**src/rtl/muldiv_sequencer.sv**
```systemverilog
// rtl/muldiv_sequencer.sv - iterative RV32M multiply/divide unit with sequencing FSM
module muldiv_sequencer #(
  parameter int WIDTH = 32
) (
  input  logic             clk,
  input  logic             reset,
  input  logic             start,
  input  logic [2:0]       funct3,
  input  logic [WIDTH-1:0] rs1,
  input  logic [WIDTH-1:0] rs2,
  input  logic             flush,
  output logic             stall,
  output logic             busy,
  output logic             done,
  output logic [WIDTH-1:0] result
);

  localparam int CW = (WIDTH > 1) ? $clog2(WIDTH) : 1;

  typedef enum logic [1:0] {
    S_IDLE = 2'd0,
    S_CALC = 2'd1,
    S_FIX  = 2'd2,
    S_DONE = 2'd3
  } state_t;

  state_t                 r_state;
  state_t                 w_next_state;
  logic [2:0]             r_op;
  logic [WIDTH-1:0]       r_a;
  logic [WIDTH-1:0]       r_b;
  logic                   r_neg;
  logic [CW-1:0]          r_count;
  logic [2*WIDTH-1:0]     r_acc;
  logic [WIDTH-1:0]       r_result;

  // Operand decode in IDLE: signedness, magnitudes and special cases
  logic                   w_is_div;
  logic                   w_a_signed;
  logic                   w_b_signed;
  logic                   w_sign_a;
  logic                   w_sign_b;
  logic [WIDTH-1:0]       w_abs_a;
  logic [WIDTH-1:0]       w_abs_b;
  logic                   w_div_zero;
  logic                   w_ovf;
  logic                   w_special;
  logic [WIDTH-1:0]       w_special_res;
  logic                   w_neg;

  assign w_is_div   = funct3[2];
  assign w_a_signed = (funct3 == 3'b001) | (funct3 == 3'b010) |
                      (funct3 == 3'b100) | (funct3 == 3'b110);
  assign w_b_signed = (funct3 == 3'b001) | (funct3 == 3'b100) | (funct3 == 3'b110);
  assign w_sign_a   = w_a_signed & rs1[WIDTH-1];
  assign w_sign_b   = w_b_signed & rs2[WIDTH-1];
  assign w_abs_a    = w_sign_a ? -rs1 : rs1;
  assign w_abs_b    = w_sign_b ? -rs2 : rs2;
  assign w_div_zero = w_is_div & (rs2 == '0);
  assign w_ovf      = w_is_div & ~funct3[0] &
                      (rs1 == {1'b1, {(WIDTH-1){1'b0}}}) & (rs2 == '1);
  assign w_special  = w_div_zero | w_ovf;
  // Remainder follows the dividend sign; product and quotient follow sign mismatch
  assign w_neg      = (w_is_div & funct3[1]) ? w_sign_a : (w_sign_a ^ w_sign_b);

  // Special-case results: funct3[1] selects the remainder flavour
  always_comb begin
    w_special_res = '0;
    if (w_div_zero) begin
      w_special_res = funct3[1] ? rs1 : '1;
    end else begin
      w_special_res = funct3[1] ? '0 : rs1;
    end
  end

  // One radix-2 iteration: shift-add multiply and restoring divide step
  logic [WIDTH:0]         w_mul_sum;
  logic [2*WIDTH-1:0]     w_mul_next;
  logic [WIDTH:0]         w_shift_rem;
  logic [WIDTH-1:0]       w_trial;
  logic                   w_fits;
  logic [2*WIDTH-1:0]     w_div_next;

  assign w_mul_sum   = {1'b0, r_acc[2*WIDTH-1:WIDTH]} + {1'b0, (r_acc[0] ? r_a : '0)};
  assign w_mul_next  = {w_mul_sum, r_acc[WIDTH-1:1]};
  assign w_shift_rem = {r_acc[2*WIDTH-1:WIDTH], r_acc[WIDTH-1]};
  assign w_trial     = w_shift_rem[WIDTH-1:0] - r_b;
  assign w_fits      = (w_shift_rem >= {1'b0, r_b});
  assign w_div_next  = w_fits ? {w_trial, r_acc[WIDTH-2:0], 1'b1}
                              : {w_shift_rem[WIDTH-1:0], r_acc[WIDTH-2:0], 1'b0};

  // Sign fix-up and result selection
  logic [2*WIDTH-1:0]     w_prod;
  logic [WIDTH-1:0]       w_quo;
  logic [WIDTH-1:0]       w_rem;
  logic [WIDTH-1:0]       w_fix_res;

  assign w_prod = r_neg ? -r_acc : r_acc;
  assign w_quo  = r_neg ? -r_acc[WIDTH-1:0] : r_acc[WIDTH-1:0];
  assign w_rem  = r_neg ? -r_acc[2*WIDTH-1:WIDTH] : r_acc[2*WIDTH-1:WIDTH];

  // Select the requested half of the product, quotient or remainder
  always_comb begin
    w_fix_res = '0;
    case (r_op)
      3'b000:                 w_fix_res = w_prod[WIDTH-1:0];
      3'b001, 3'b010, 3'b011: w_fix_res = w_prod[2*WIDTH-1:WIDTH];
      3'b100, 3'b101:         w_fix_res = w_quo;
      default:                w_fix_res = w_rem;
    endcase
  end

  // State register
  always_ff @(posedge clk or posedge reset) begin
    if (reset) begin
      r_state <= S_IDLE;
    end else begin
      r_state <= w_next_state;
    end
  end

  // Next-state and status outputs; flush overrides every transition
  always_comb begin
    w_next_state = r_state;
    stall        = 1'b0;
    busy         = (r_state != S_IDLE);
    done         = (r_state == S_DONE);
    case (r_state)
      S_IDLE: begin
        if (start && !flush) begin
          stall        = 1'b1;
          w_next_state = w_special ? S_DONE : S_CALC;
        end
      end
      S_CALC: begin
        stall = 1'b1;
        if (r_count == '0) begin
          w_next_state = S_FIX;
        end
      end
      S_FIX: begin
        stall        = 1'b1;
        w_next_state = S_DONE;
      end
      default: begin
        w_next_state = S_IDLE;
      end
    endcase
    if (flush) begin
      w_next_state = S_IDLE;
    end
  end

  // Datapath: latch operands, iterate, and register the final result
  always_ff @(posedge clk or posedge reset) begin
    if (reset) begin
      r_op     <= '0;
      r_a      <= '0;
      r_b      <= '0;
      r_neg    <= 1'b0;
      r_count  <= '0;
      r_acc    <= '0;
      r_result <= '0;
    end else if (!flush) begin
      case (r_state)
        S_IDLE: begin
          if (start) begin
            r_op    <= funct3;
            r_a     <= w_abs_a;
            r_b     <= w_abs_b;
            r_neg   <= w_neg;
            r_count <= CW'(WIDTH - 1);
            r_acc   <= w_is_div ? {{WIDTH{1'b0}}, w_abs_a} : {{WIDTH{1'b0}}, w_abs_b};
            if (w_special) begin
              r_result <= w_special_res;
            end
          end
        end
        S_CALC: begin
          r_acc   <= r_op[2] ? w_div_next : w_mul_next;
          r_count <= r_count - CW'(1);
        end
        S_FIX: begin
          r_result <= w_fix_res;
        end
        default: begin
        end
      endcase
    end
  end

  assign result = r_result;

endmodule

```
**config.mk**
```make
export PLATFORM = sky130hd
export DESIGN_NAME = muldiv_sequencer
export DESIGN_NICKNAME = d
export VERILOG_FILES = /design/src/rtl/muldiv_sequencer.sv
export SDC_FILE = /design/constraint.sdc
export NUM_CORES = 1
export LEC_CHECK = 0
export CORE_MARGIN = 3
export CORE_UTILIZATION = 25
export DETAILED_ROUTE_END_ITERATION = 8
export PLACE_DENSITY = 0.38
export SYNTH_ARGS = -nofsm -noshare
export SYNTH_HDL_FRONTEND = slang
export SYNTH_SLANG_ARGS = --single-unit
export TNS_END_PERCENT = 100
```
**constraint.sdc**
```tcl
create_clock -name clk -period 9.15 [get_ports clk]
set_clock_uncertainty 0.15 [all_clocks]
set_input_delay 2.2875 -clock clk [delete_from_list [all_inputs] [get_ports clk]]
set_output_delay 2.2875 -clock clk [all_outputs]
set_load 0.05 [all_outputs]
```
== Word level (Yosys, flattened, before mapping) ==
Index checks and enable logic that the tools add are counted.

* Input bits: 71
* Flip-flop bits (word level): 171
* Word-level logic and storage cells: 95

* Magnitude comparators: 1
* Mux-type cells: 28
* Bitwise logic cells: 16
* Equality and inequality tests: 18
* Reduce and logical (&&, ||, !) cells: 16
* $add $sub $neg: 8

{| class="wikitable"
|+ Operators with widths
! cell !! number
|-
| 32-bit two-way mux || 11
|-
| 64-bit two-way mux || 4
|-
| 32-bit negation || 4
|-
| 64-bit one-hot mux with 2 select lines || 1
|-
| 32-bit one-hot mux with 3 select lines || 1
|-
| 32-bit == test (second input constant) || 2
|-
| 64-bit negation || 1
|-
| 32-bit one-hot mux with 2 select lines || 1
|-
| 32-bit by 32-bit adder with 33-bit output || 1
|-
| 33-bit by 32-bit greater-or-equal comparator with 1-bit output || 1
|-
| 32-bit zero test || 1
|-
| 32-bit subtractor || 1
|-
| 3-bit == test (second input constant) || 4
|-
| 5-bit one-hot mux with 2 select lines || 1
|-
| 3-bit by 2-bit == test with 1-bit output (second input constant) || 3
|-
| 2-bit two-way mux || 4
|-
| 1-bit AND || 7
|-
| 3-bit by 1-bit == test with 1-bit output (second input constant) || 2
|-
| 3-bit != test (second input constant) || 2
|-
| 1-bit bitwise OR || 6
|-
| 2-bit one-hot mux with 3 select lines || 1
|-
| 3-bit AND reduction || 2
|-
| 2-bit nonzero test || 3
|-
| 5-bit zero test || 1
|-
| other kinds (17) || 22
|}

== Depth between registers and ports, before layout ==
* Depth after elaboration: 9
* Mapped depth: 15
* Depth with buffers taken out: 13

== Least setup slack after synthesis ==
OpenSTA, ideal clock, no wires.

* Kind: input -> output
* Start: in flush
* End: out stall
* Stages: 5
* Arrival time: 3.874 ns
* Setup slack: 2.838 ns
* Required time: 6.713 ns
* Cells stage by stage: nand3b_1 -> clkbuf_1 -> buf_1 -> clkbuf_1 -> a21oi_1

* Longest elaborated chain between the ends: 4

{| class="wikitable"
|+ RTL lines
! item !! line !! text
|-
| from (decl) || 11 || <nowiki>input logic flush,</nowiki>
|-
| 1-bit zero test || - ||
|-
| 1-bit logical AND || 130 || <nowiki>if (start && !flush) begin</nowiki>
|-
| 1-bit two-way mux || 130 ||
|-
| 1-bit one-hot mux with 2 select lines || 128 || <nowiki>case (r_state)</nowiki>
|-
| to (decl) || 12 || <nowiki>output logic stall,</nowiki>
|}

Every way passes these cells.

== Final worst setup path ==
Same ends and word-level chain as after synthesis.

==> metrics <==
outcome completed; nets@finish 2,266; crit path time final 6.47 ns; Util after Layout 0.291; gr usage total 0.212; most crowded layer after global routing met2; hold_buf cts 0; M2 GR Usage 0.358; main flop type after synthesis dfrtp_1; sequential power share 0.236; Post-synth EDFFs 0; Routed WL 71,600 µm; FF-to-FF Start r_acc[35]; GR Overflow Total 0; Clock Sinks 171; Min-Delay Path Class reg -> reg; DR vias/cell 5.38; number of global-route vias before repair 15,504; Synth Cell Area 16,000 µm²; Wirelength per Cell 24.0 µm; slack of the worst reg-to-reg path 4.65 ns; Die Y 259 µm; Resized Gates After CTS 0; # setup viols final 0; Die X 259 µm; Worst Setup SP flush; post-place setup slack 2.20 ns; actual slew at the worst max-slew pin 1.15 ns; post-DP HPWL 56,000 µm; Area Growth Syn to Fin 15.0%; final instance area 18,400 µm²; via count 16,014; slew margin rel. 0.228; row count 92; Worst Path Arrival 4.03 ns; root buffer cell clkbuf_16; dpl cells 2,945; layout cell share with drive strength beyond 1 0.0488; leakage power 7.42 nW; Clock power frac 0.119; YS warnings 0; Final Cycle Share 0.707; CTS Buf Count 17; Global Route met3 Usage 0.0275; Synth area leaders dfrtp_1 27%, o21ai_0 6.8%, ha_1 5.9%, nand2_1 5.9%, a21oi_1 5.8%; fmax 0.155 GHz; Post-Syn Instances 2,113; routability-driven placement congestion ratio 0.894; largest net degree at the start of global routing 78; Setup crit end stall; peak supply drop 0.164 mV; antenna-violating nets left 0; sequential share of the synthesized area 0.268; share of total power in combinational logic 0.645; CTS tree done; MaxCap Viol Count 0; io pins 106; setup TNS 0 ns; core area 63,100 µm²; Synth Register Bits 171; kind of critical path in -> out; ys async rst share 1.00; area share of the largest cell type after synthesis 0.268; initial core utilization 0.253; mean post-synth cell area 7.56 µm²; net switching fraction of the power 0.538; Reg2Reg Depth 11; Post-DP Area 17,800 µm²; H-tree depth 4; Worst Setup End Kind output pin; final-report max-slew violation count 0; Port Buffers 105; crit path max fanout 6; WHS 0.324 ns; post-CTS setup buffers 0; crit path launch type primary input; total internal power 3.01 mW; final hold viol count 0; # DRC 0; GR Layer Usage met1 0.287; initial antenna violation count 2; clock transition at the registers of the reported paths 0.07 ns; Clk Latency, worst-skew pair 0.50 ns; FF-to-FF End r_acc[61]; total power 6.51 mW; library cells used by synthesis 75; Net Switching 3.50 mW; global-route wire length before repair 106,000 µm; Layout Cells excl Fill 2,978; final worst slack 2.68 ns; initial drt markers 1,353; most frequent cells in the layout 249 x nand2_1, 216 x o21ai_0, 198 x nor2_1, 186 x a21oi_1, 169 x dfrtp_1; Clock Tree Buf Depth 2; Die ar. 66,900 µm²; Synth area leader dfrtp_1; required time worst endpoint 6.71 ns; Synth Net Count 2,261; RSZ-0062 raised after global routing false; most common cell after layout, fill and taps aside nand2_1; PD cells 355 nW/µm²; TritonRoute pass-1 iters 6
[area by class of cell]
class / instances / area, µm²
fillers: 6979 / 44700
multi-input cells: 1714 / 10800
flip-flops and latches: 171 / 4280
repair buffers: 136 / 1280
well taps: 846 / 1060
clock buffers: 22 / 464
inverters: 78 / 298
clock inverters: 10 / 119
diodes: 1 / 2.50
[synth_stat cells, types with 5 or more instances]
cell	n
nand3_1	32
o211ai_1	16
xor2_1	91
o31ai_1	27
or4_1	16
a21oi_1	186
o22ai_1	14
inv_1	77
mux2_2	18
nand2b_1	18
and3_1	18
or2_2	7
a2111oi_0	11
nor3_1	34
nor2b_1	14
a31oi_1	18
a311oi_1	10
buf_2	8
mux2i_1	54
clkbuf_1	132
xnor2_1	85
o21a_1	15
a21o_1	25
o21bai_1	11
o21ai_0	216
ha_1	75
buf_1	10
or3_1	24
a221o_1	14
a22oi_1	6
o41ai_1	14
a221oi_1	5
a211oi_1	18
nor2_1	198
nand2_1	249
nand4_1	25
o221ai_1	20
dfrtp_1	171
a31o_2	5
nor4_1	22
o31a_1	5
and2_1	38
[power groups by stage]
stage	Combinational, mW	Sequential [mW]	Clock (mW)
after floorplan	2.87	1.44	0
after global routing	4.62	1.58	0.823
final	4.20	1.54	0.773
after global placement	4.17	1.54	0
after CTS	4.20	1.54	0.794
after detailed placement	4.17	1.55	0
[sequential cells by signal (all words and copies together) (netlist names)]
name	count
result	32
r_a	32
r_neg	1
r_acc	64
r_count	5
r_op	3
r_state	2
r_b	32
[metal layers]
| metal | vias up | wire [µm] | share of wire |
|---|---|---|---|
| met5 | - | 0 | 0 |
| met2 | 402 | 34600 | 0.48 |
| met3 | 47 | 2830 | 0.039 |
| met4 | 0 | 1180 | 0.016 |
| met1 | 7958 | 32900 | 0.46 |
| li1 | 7607 | - | - |
[worst max-delay path: stages]
cell and delay [ns]:
clkdlybuf4s50_1 0.53, nand3b_1 0.24, a21oi_1 0.15, clkdlybuf4s50_1 0.82
[worst min-delay path by stage]
stage / start / end / slack, ns / cells past startpoint
2_1_floorplan: r_a[0] / r_a[0] / 0.29 / 2
3_3_place_gp: r_a[3] / r_a[3] / 0.31 / 2
3_5_place_dp: r_a[3] / r_a[3] / 0.31 / 2
4_1_cts: r_a[3] / r_a[3] / 0.33 / 2
5_1_grt: r_a[2] / r_a[2] / 0.35 / 2
6_report: r_a[25] / r_a[25] / 0.32 / 2
[logic make-up after synthesis]
kind of cell | count (synthesis) | synth area share
AOI/OAI and AO/OA | 672 | 0.262
DFF | 171 | 0.268
buffers and inverters | 228 | 0.0542
xor gates and xnor gates | 176 | 0.0966
adders and majority gates | 77 | 0.0613
muxes | 73 | 0.0473
and+or+nand+nor | 716 | 0.211
Power figures use the tool's default switching activity.
